--- config.mk ---
export PLATFORM = sky130hd
export DESIGN_NAME = mux4_rr_arbiter
export DESIGN_NICKNAME = d
export VERILOG_FILES = /design/src/rtl/mux4_arb_pkg.sv /design/src/rtl/rr_pick4.sv /design/src/rtl/mux4_rr_arbiter.sv
export SDC_FILE = /design/constraint.sdc
export NUM_CORES = 1
export LEC_CHECK = 0
export CAP_MARGIN = 5
export CORE_MARGIN = 1
export CORE_UTILIZATION = 46
export CTS_CLUSTER_DIAMETER = 120
export DETAILED_ROUTE_END_ITERATION = 10
export PLACE_DENSITY_LB_ADDON = 0.15
export SLEW_MARGIN = 10
export SYNTH_ARGS = -nofsm -noshare
export SYNTH_HDL_FRONTEND = slang
export SYNTH_SLANG_ARGS = --single-unit
export TNS_END_PERCENT = 50
--- constraint.sdc ---
create_clock -name clk -period 1.9 [get_ports clk]
set_input_delay 0.285 -clock clk [delete_from_list [all_inputs] [get_ports clk]]
set_output_delay 0.285 -clock clk [all_outputs]
set_load 0.01 [all_outputs]
--- src/rtl/mux4_arb_pkg.sv ---
// Shared types, constants and helpers for the mux4 round-robin arbiter.
package mux4_arb_pkg;

    localparam int NUM_REQ = 4;

    typedef enum logic {
        IDLE  = 1'b0,
        GRANT = 1'b1
    } state_t;

    function automatic logic [NUM_REQ-1:0] onehot2(input logic [1:0] idx);
        return 4'b0001 << idx;
    endfunction

endpackage

--- src/rtl/rr_pick4.sv ---
// Combinational round-robin picker: first set req bit scanning ptr, ptr+1, ... mod 4.
module rr_pick4
    import mux4_arb_pkg::*;
(
    input  logic [NUM_REQ-1:0] req,
    input  logic [1:0]         ptr,
    output logic               found,
    output logic [1:0]         win
);

    always_comb begin
        logic [1:0] idx;
        // NOTE: default every output before the scan so no path leaves them unassigned (no latch).
        found = 1'b0;
        win   = 2'd0;
        idx   = 2'd0;
        for (int i = 0; i < NUM_REQ; i++) begin
            idx = ptr + 2'(i);
            if (!found && req[idx]) begin
                found = 1'b1;
                win   = idx;
            end
        end
    end

endmodule

--- src/rtl/mux4_rr_arbiter.sv ---
// Round-robin arbiter driving the mux4_1 select pair and a one-hot grant.
// Optional owner timeout is compiled in with `define MUX4_ARB_TIMEOUT_EN.
module mux4_rr_arbiter
    import mux4_arb_pkg::*;
#(
    parameter int MAX_HOLD = 8
) (
    input  logic               clk,
    input  logic               rst_n,
    input  logic [NUM_REQ-1:0] req,
    output logic [NUM_REQ-1:0] gnt,
    output logic               s1,
    output logic               s0,
    output logic               busy,
    output logic [1:0]         owner
);

    if (MAX_HOLD < 2 || MAX_HOLD > 255) begin : g_max_hold_check
        $error("mux4_rr_arbiter: MAX_HOLD must be in 2..255");
    end

    state_t               state;
    logic [1:0]           sel;
    logic [1:0]           ptr;
    logic                 timeout_hit;
    logic                 handover;
    logic [NUM_REQ-1:0]   others;
    logic [NUM_REQ-1:0]   pick_req;
    logic [1:0]           pick_ptr;
    logic                 found;
    logic [1:0]           win;

    // The owner is excluded from the search, so a release or pre-emption never re-grants it.
    assign others   = req & ~onehot2(sel);
    assign handover = (state == GRANT) && (!req[sel] || timeout_hit);
    assign pick_req = (state == GRANT) ? others : req;
    assign pick_ptr = handover ? sel + 2'd1 : ptr;

    rr_pick4 u_pick (
        .req   (pick_req),
        .ptr   (pick_ptr),
        .found (found),
        .win   (win)
    );

`ifdef MUX4_ARB_TIMEOUT_EN
    logic [7:0] hold_cnt;

    assign timeout_hit = (hold_cnt >= 8'(MAX_HOLD - 1)) && (|others);

    always_ff @(posedge clk or negedge rst_n) begin
        if (!rst_n) begin
            hold_cnt <= 8'd0;
        end else if (state == IDLE || handover) begin
            hold_cnt <= 8'd0;
        end else if (hold_cnt != 8'hFF) begin
            hold_cnt <= hold_cnt + 8'd1;
        end
    end
`else
    assign timeout_hit = 1'b0;
`endif

    // NOTE: sequential state uses non-blocking assignments so every register samples pre-edge values.
    always_ff @(posedge clk or negedge rst_n) begin
        if (!rst_n) begin
            state <= IDLE;
            gnt   <= '0;
            sel   <= 2'd0;
            busy  <= 1'b0;
            ptr   <= 2'd0;
        end else begin
            case (state)
                IDLE: begin
                    if (found) begin
                        gnt   <= onehot2(win);
                        sel   <= win;
                        busy  <= 1'b1;
                        state <= GRANT;
                    end
                end
                GRANT: begin
                    if (handover) begin
                        ptr <= sel + 2'd1;
                        if (found) begin
                            gnt <= onehot2(win);
                            sel <= win;
                        end else begin
                            gnt   <= '0;
                            busy  <= 1'b0;
                            state <= IDLE;
                        end
                    end
                end
                default: state <= IDLE;
            endcase
        end
    end

    assign s1    = sel[1];
    assign s0    = sel[0];
    assign owner = sel;

endmodule

* Word level (Yosys, flattened, before mapping)
Cells that the tools add are included.
** Cells by class
- Add/subtract/negate cells :: 4
- Multipliers :: 0
- Div/mod/pow operators :: 0
- $lt $le $gt $ge :: 5
- Eq/ne operators :: 3
- Shift-type cells :: 2
- Muxes and demuxes :: 34
- Bitwise operators :: 3
- Reduce and logical (&&, ||, !) cells :: 10
** Operators with widths (number)
- $mux 4 :: 4
- $lt 2x3->1 const B :: 5
- $mux 1 :: 14
- $mux 2 :: 7
- $bmux 1 s2 :: 5
- $pmux 4 s2 :: 1
- $shl 1x2->4 const A :: 2
- $add 2x1->2 const B :: 2
- $add 2x2->2 const B :: 2
- $and 4x4->4 :: 1
- $logic_and 1x1->1 :: 4
- $logic_not 1->1 :: 4
- $ne 2x2->1 const B :: 2
- $not 4->4 :: 1
- $pmux 1 s2 :: 2
- $pmux 2 s2 :: 1
- $reduce_and 3->1 :: 1
- $ne 2x1->1 const B :: 1
- $reduce_and 2->1 :: 1
- $not 1->1 :: 1
** Storage, ports and cells
- Register bits :: 10
- Latch bits :: 0
- RAM bits :: 0
- Bits in read-only memories :: 0
- Input bits :: 6
- Output and inout bits :: 9
- Word-level logic and storage cells :: 66
- Memories kept :: 0

* Depth between registers and ports, before layout
- Word-level depth :: 21
- Mapped depth :: 8

* Modules after synthesis
From an unflattened synthesis, not the netlist that was laid out.
** Unflattened totals
- Cells, all modules :: 87
- Area, all modules :: 777.0 sq um
** By module, submodules not included
- mux4_rr_arbiter :: times used 1, cells an instance 72, area each 699.4 sq um
- rr_pick4 :: times used 1, cells an instance 15, area each 77.6 sq um

* Worst setup path before layout
Ideal clock, no wire load.
- Kind :: register to register
- Start :: register sel[1] (netlist: owner[1])
- End :: register gnt[2]
- Setup time :: 139 ps
- Arrival :: 1972 ps
- Data required time :: 1761 ps
- Slack :: -211 ps
- Stages on the path, launching flop included :: 8
- Buffers on the path :: 0
- Path through :: dfrtp_1 > mux2_4 > o22ai_4 > mux2i_4 > inv_4 > a21oi_4 > o211a_1 > o2111ai_1
** Between the ends
- Longest elaborated chain between the ends :: 21
** RTL lines
- start: declaration :: line mux4_rr_arbiter.sv:23 : logic [1:0] sel;
- start signal: assignment :: line mux4_rr_arbiter.sv:77 : sel <= win;
- start signal: assignment :: line mux4_rr_arbiter.sv:87 : sel <= win;
- parallel branches: the longest is 21 deep, another holds $add 2x1->2
- end signal: assignment :: line mux4_rr_arbiter.sv:76 : gnt <= onehot2(win);
- end signal: assignment :: line mux4_rr_arbiter.sv:86 : gnt <= onehot2(win);
- end: declaration :: line mux4_rr_arbiter.sv:11 : output logic [NUM_REQ-1:0] gnt,
Several ways; the timed one is not identified. The select of a mux whose other input is x is not followed.
A chain may end at the register's enable or synchronous reset.

* Worst setup path in the final report
Ends and elaborated chain as after synthesis.

==> out/metrics.yaml <==
outcome:
  status: "complete, but fails checks"
  failed_checks: "setup timing"
route:
  via_per_inst: 5.35
  drc: 0
  detailedRoute.firstIterationViolations: 32
  drt-wirelength-per-cell_um: 15.2
  dr.pass1.iters: 4
  antenna_violating_nets_post_route: 0
  totalWireLength_um: 2610
  dr_total_vias: 921
timing:
  worstMarginPinSlew_ns: 0.468
  setup_slack_ns: -0.177
  period_share_pct: 109
  max_freq_mhz: 481
  timing.final.crit_period_ns: 2.08
  maxSlewHeadroom_pct: 68.7
  final.setup_skew_ns: 0.00566
  report.final.slew_viol_count: 0
  rsz0062_at_grt: "true"
  finalHoldViolCount: 0
  worst_hold_slack_ns: 0.320
  setup_violations: 6
final_layout:
  layout_common_cells: "36 x buf_4, 14 x clkdlybuf4s50_1, 12 x nand2_1, 9 x nor2_1, 9 x dfrtp_1"
  fin_cells: 172
  drive_above_1_share_pct: 40.8
  layout-area-overhead-vs-synth_pct: 57.3
  fin_util_pct: 78.0
  final_nets: 158
  antennaDiodeCount: 0
  final_common_cell: "buf_4"
  fillers: 126
floorplan:
  die-area_um2: 2040
  floorplan_die_height_um: 45.1
  ioPinCount: 15
  die_x_um: 45.1
  design.core.area_um2: 1730
  core.rowCount: 15
  start_util_pct: 49.6
global_routing:
  grt_start_max_net_pins: 11
  grt_antenna_before_repair: 0
  groute.usage.overall_pct: 29.2
  first_global_vias: 883
  total_congestion_overflow: 0
  grt_pass1_wl_um: 4020
place:
  numPortBuffers: 14
  dp_cells: 165
  preCtsSetupSlack_ns: -0.441
  dpl.hpwl_um: 1890
  gp_congestion: 0.935
synthesis:
  synth_fa_ha_area_share_pct: 5.85
  synth_cell_type_count: 42
  yosysWarningCount: 0
  fraction_of_the_mapped_netlist_area_in_compound_gates_pct: 30.0
  postSynth.asyncResetShare_pct: 100
  synthFlopType: "dfrtp_1"
  synth_simple_gate_area_share_pct: 22.8
  synth_cells: 96
  yosys_register_bits: 10
  fraction_of_synthesized_area_in_multiplexers_pct: 6.87
  synth_nets: 106
  synth-edff-count: 0
  post_synth.cell_area_avg_um2: 8.91
  synth-xor-area-share_pct: 0
  ys_seq_area_share_pct: 29.2
  synth_top_family_by_area: "compound AO/OA/AOI/OAI gates"
  synth.cell_area_um2: 856
clock_network:
  cts_tree: "done"
  cts_root_buf: "clkbuf_4"
  clk_path_buf_depth: 2
  insertion_delay_ns: 0.28
  cts.reportedPaths.clkPinSlew_ns: 0.07
  number_of_buffers_inserted_for_hold_repair_after_clock_tree_synthesis: 0
  numCtsBuffers: 3
  clock_sinks: 10
  cts_htree_levels: 1
pwr:
  vdd_drop_max_uv: 1120
  report.power.total_w: 0.00259
  cellPowerDensity_nw_per_um2: 1930
  cell_leakage_power_nw: 0.600
critical_path:
  worst-endpoint-arrival_ns: 2.23
  cp.required_ns: 2.05
  crit_type: "register to register"
  worstSetupStartpointType: "register"
  worst_setup_path_end_kind: "register"
  max_fo_critical_path: 7
run:
  max_cap_viol_count: 0
min_path:
  worst_hold_path_type: "input pin to asynchronous set/reset pin"
[flip-flops by register name, summed over array words and instances (netlist names)]
name and count:
ptr 2, busy 1, owner 2, gnt 4
state 1
[layer usage]
metal,track usage (%),part of all wire [%],routed length (um),up-vias
li1,-,-,-,456
met1,35.9,45,1170,428
met2,46.7,48,1270,31
met3,6.80,3.9,103,6
met4,16.4,2.6,69,0
met5,0,0,0,-
[power by group]
| group | internal (W) | switching, W | leakage, nW |
|---|---|---|---|
| registers | 0.000308 | 0.0000959 | 0.119 |
| logic | 0.00104 | 0.000947 | 0.460 |
| clock network | 0.000117 | 0.0000862 | 0.0210 |
| total | 0.00146 | 0.00113 | 0.600 |
[synthesized netlist by cell type (3+ instances only)]
master	number	area, um^2
nand2_1	12	45.0
dfrtp_1	10	250
nor2_1	10	37.5
inv_1	5	18.8
ha_1	4	50.1
nand3b_1	4	30.0
a21boi_0	3	22.5
a21oi_1	3	15.0
nor2b_1	3	18.8
o211ai_1	3	22.5
[critical path: stages (launching register included)]
cell and delay [ns]:
dfrtp_2 0.45, mux2_4 0.33, o22ai_4 0.20, mux2i_4 0.43, inv_4 0.07, a21oi_4 0.14, o211a_1 0.19, o2111ai_1 0.13
[kinds of logic (layout without fill, tap and decap cells)]
logic type                 count (synthesis)  count (layout)
and+or+nand+nor                           39              39
AOI/OAI and AO/OA                         30              30
DFF                                       10              10
buffers and inverters                      9              60
adders and majority gates                  4               4
muxes                                      4               4
[path summary, 6_finish.rpt]
kind | start | end | slack (ns) | cells past startpoint
max | owner[1] | gnt[2] | -0.18 | 7
min | rst_n | gnt[1] | 0.32 | 1
max reg2reg | owner[1] | gnt[2] | -0.18 | 7
min reg2reg | gnt[1] | gnt[1] | 0.51 | 2
max in group asynchronous | rst_n | owner[1] | 1.23 | 1
min in group clk | gnt[1] | gnt[1] | 0.51 | 2
[timing repair]
item / 4_1_cts / 5_1_grt
buffers inserted: 3 / 0
gates cloned: 0 / 0
pin swaps: 1 / 2
gates resized for setup: 2 / 6
setup endpoints to repair: 6 / 7
[layout make-up]
cell class,instances,area [um^2],share of cell area (%)
Inverter,6,25.0,1.86
Multi-Input combinational cell,77,592,44.0
Tap cell,25,31.3,2.32
Clock buffer,4,36.3,2.70
Timing Repair Buffer,50,410,30.5
Sequential cell,10,251,18.7
[through the flow]
stage	TNS (ns)	area, um^2
after floorplan	-0.426	857
after detailed placement	-2.51	1260
after global routing	-1.35	1350
after global placement	-2.41	1260
after CTS	-0.581	1320
final	-0.805	1350
Power figures use the tool's default switching activity.
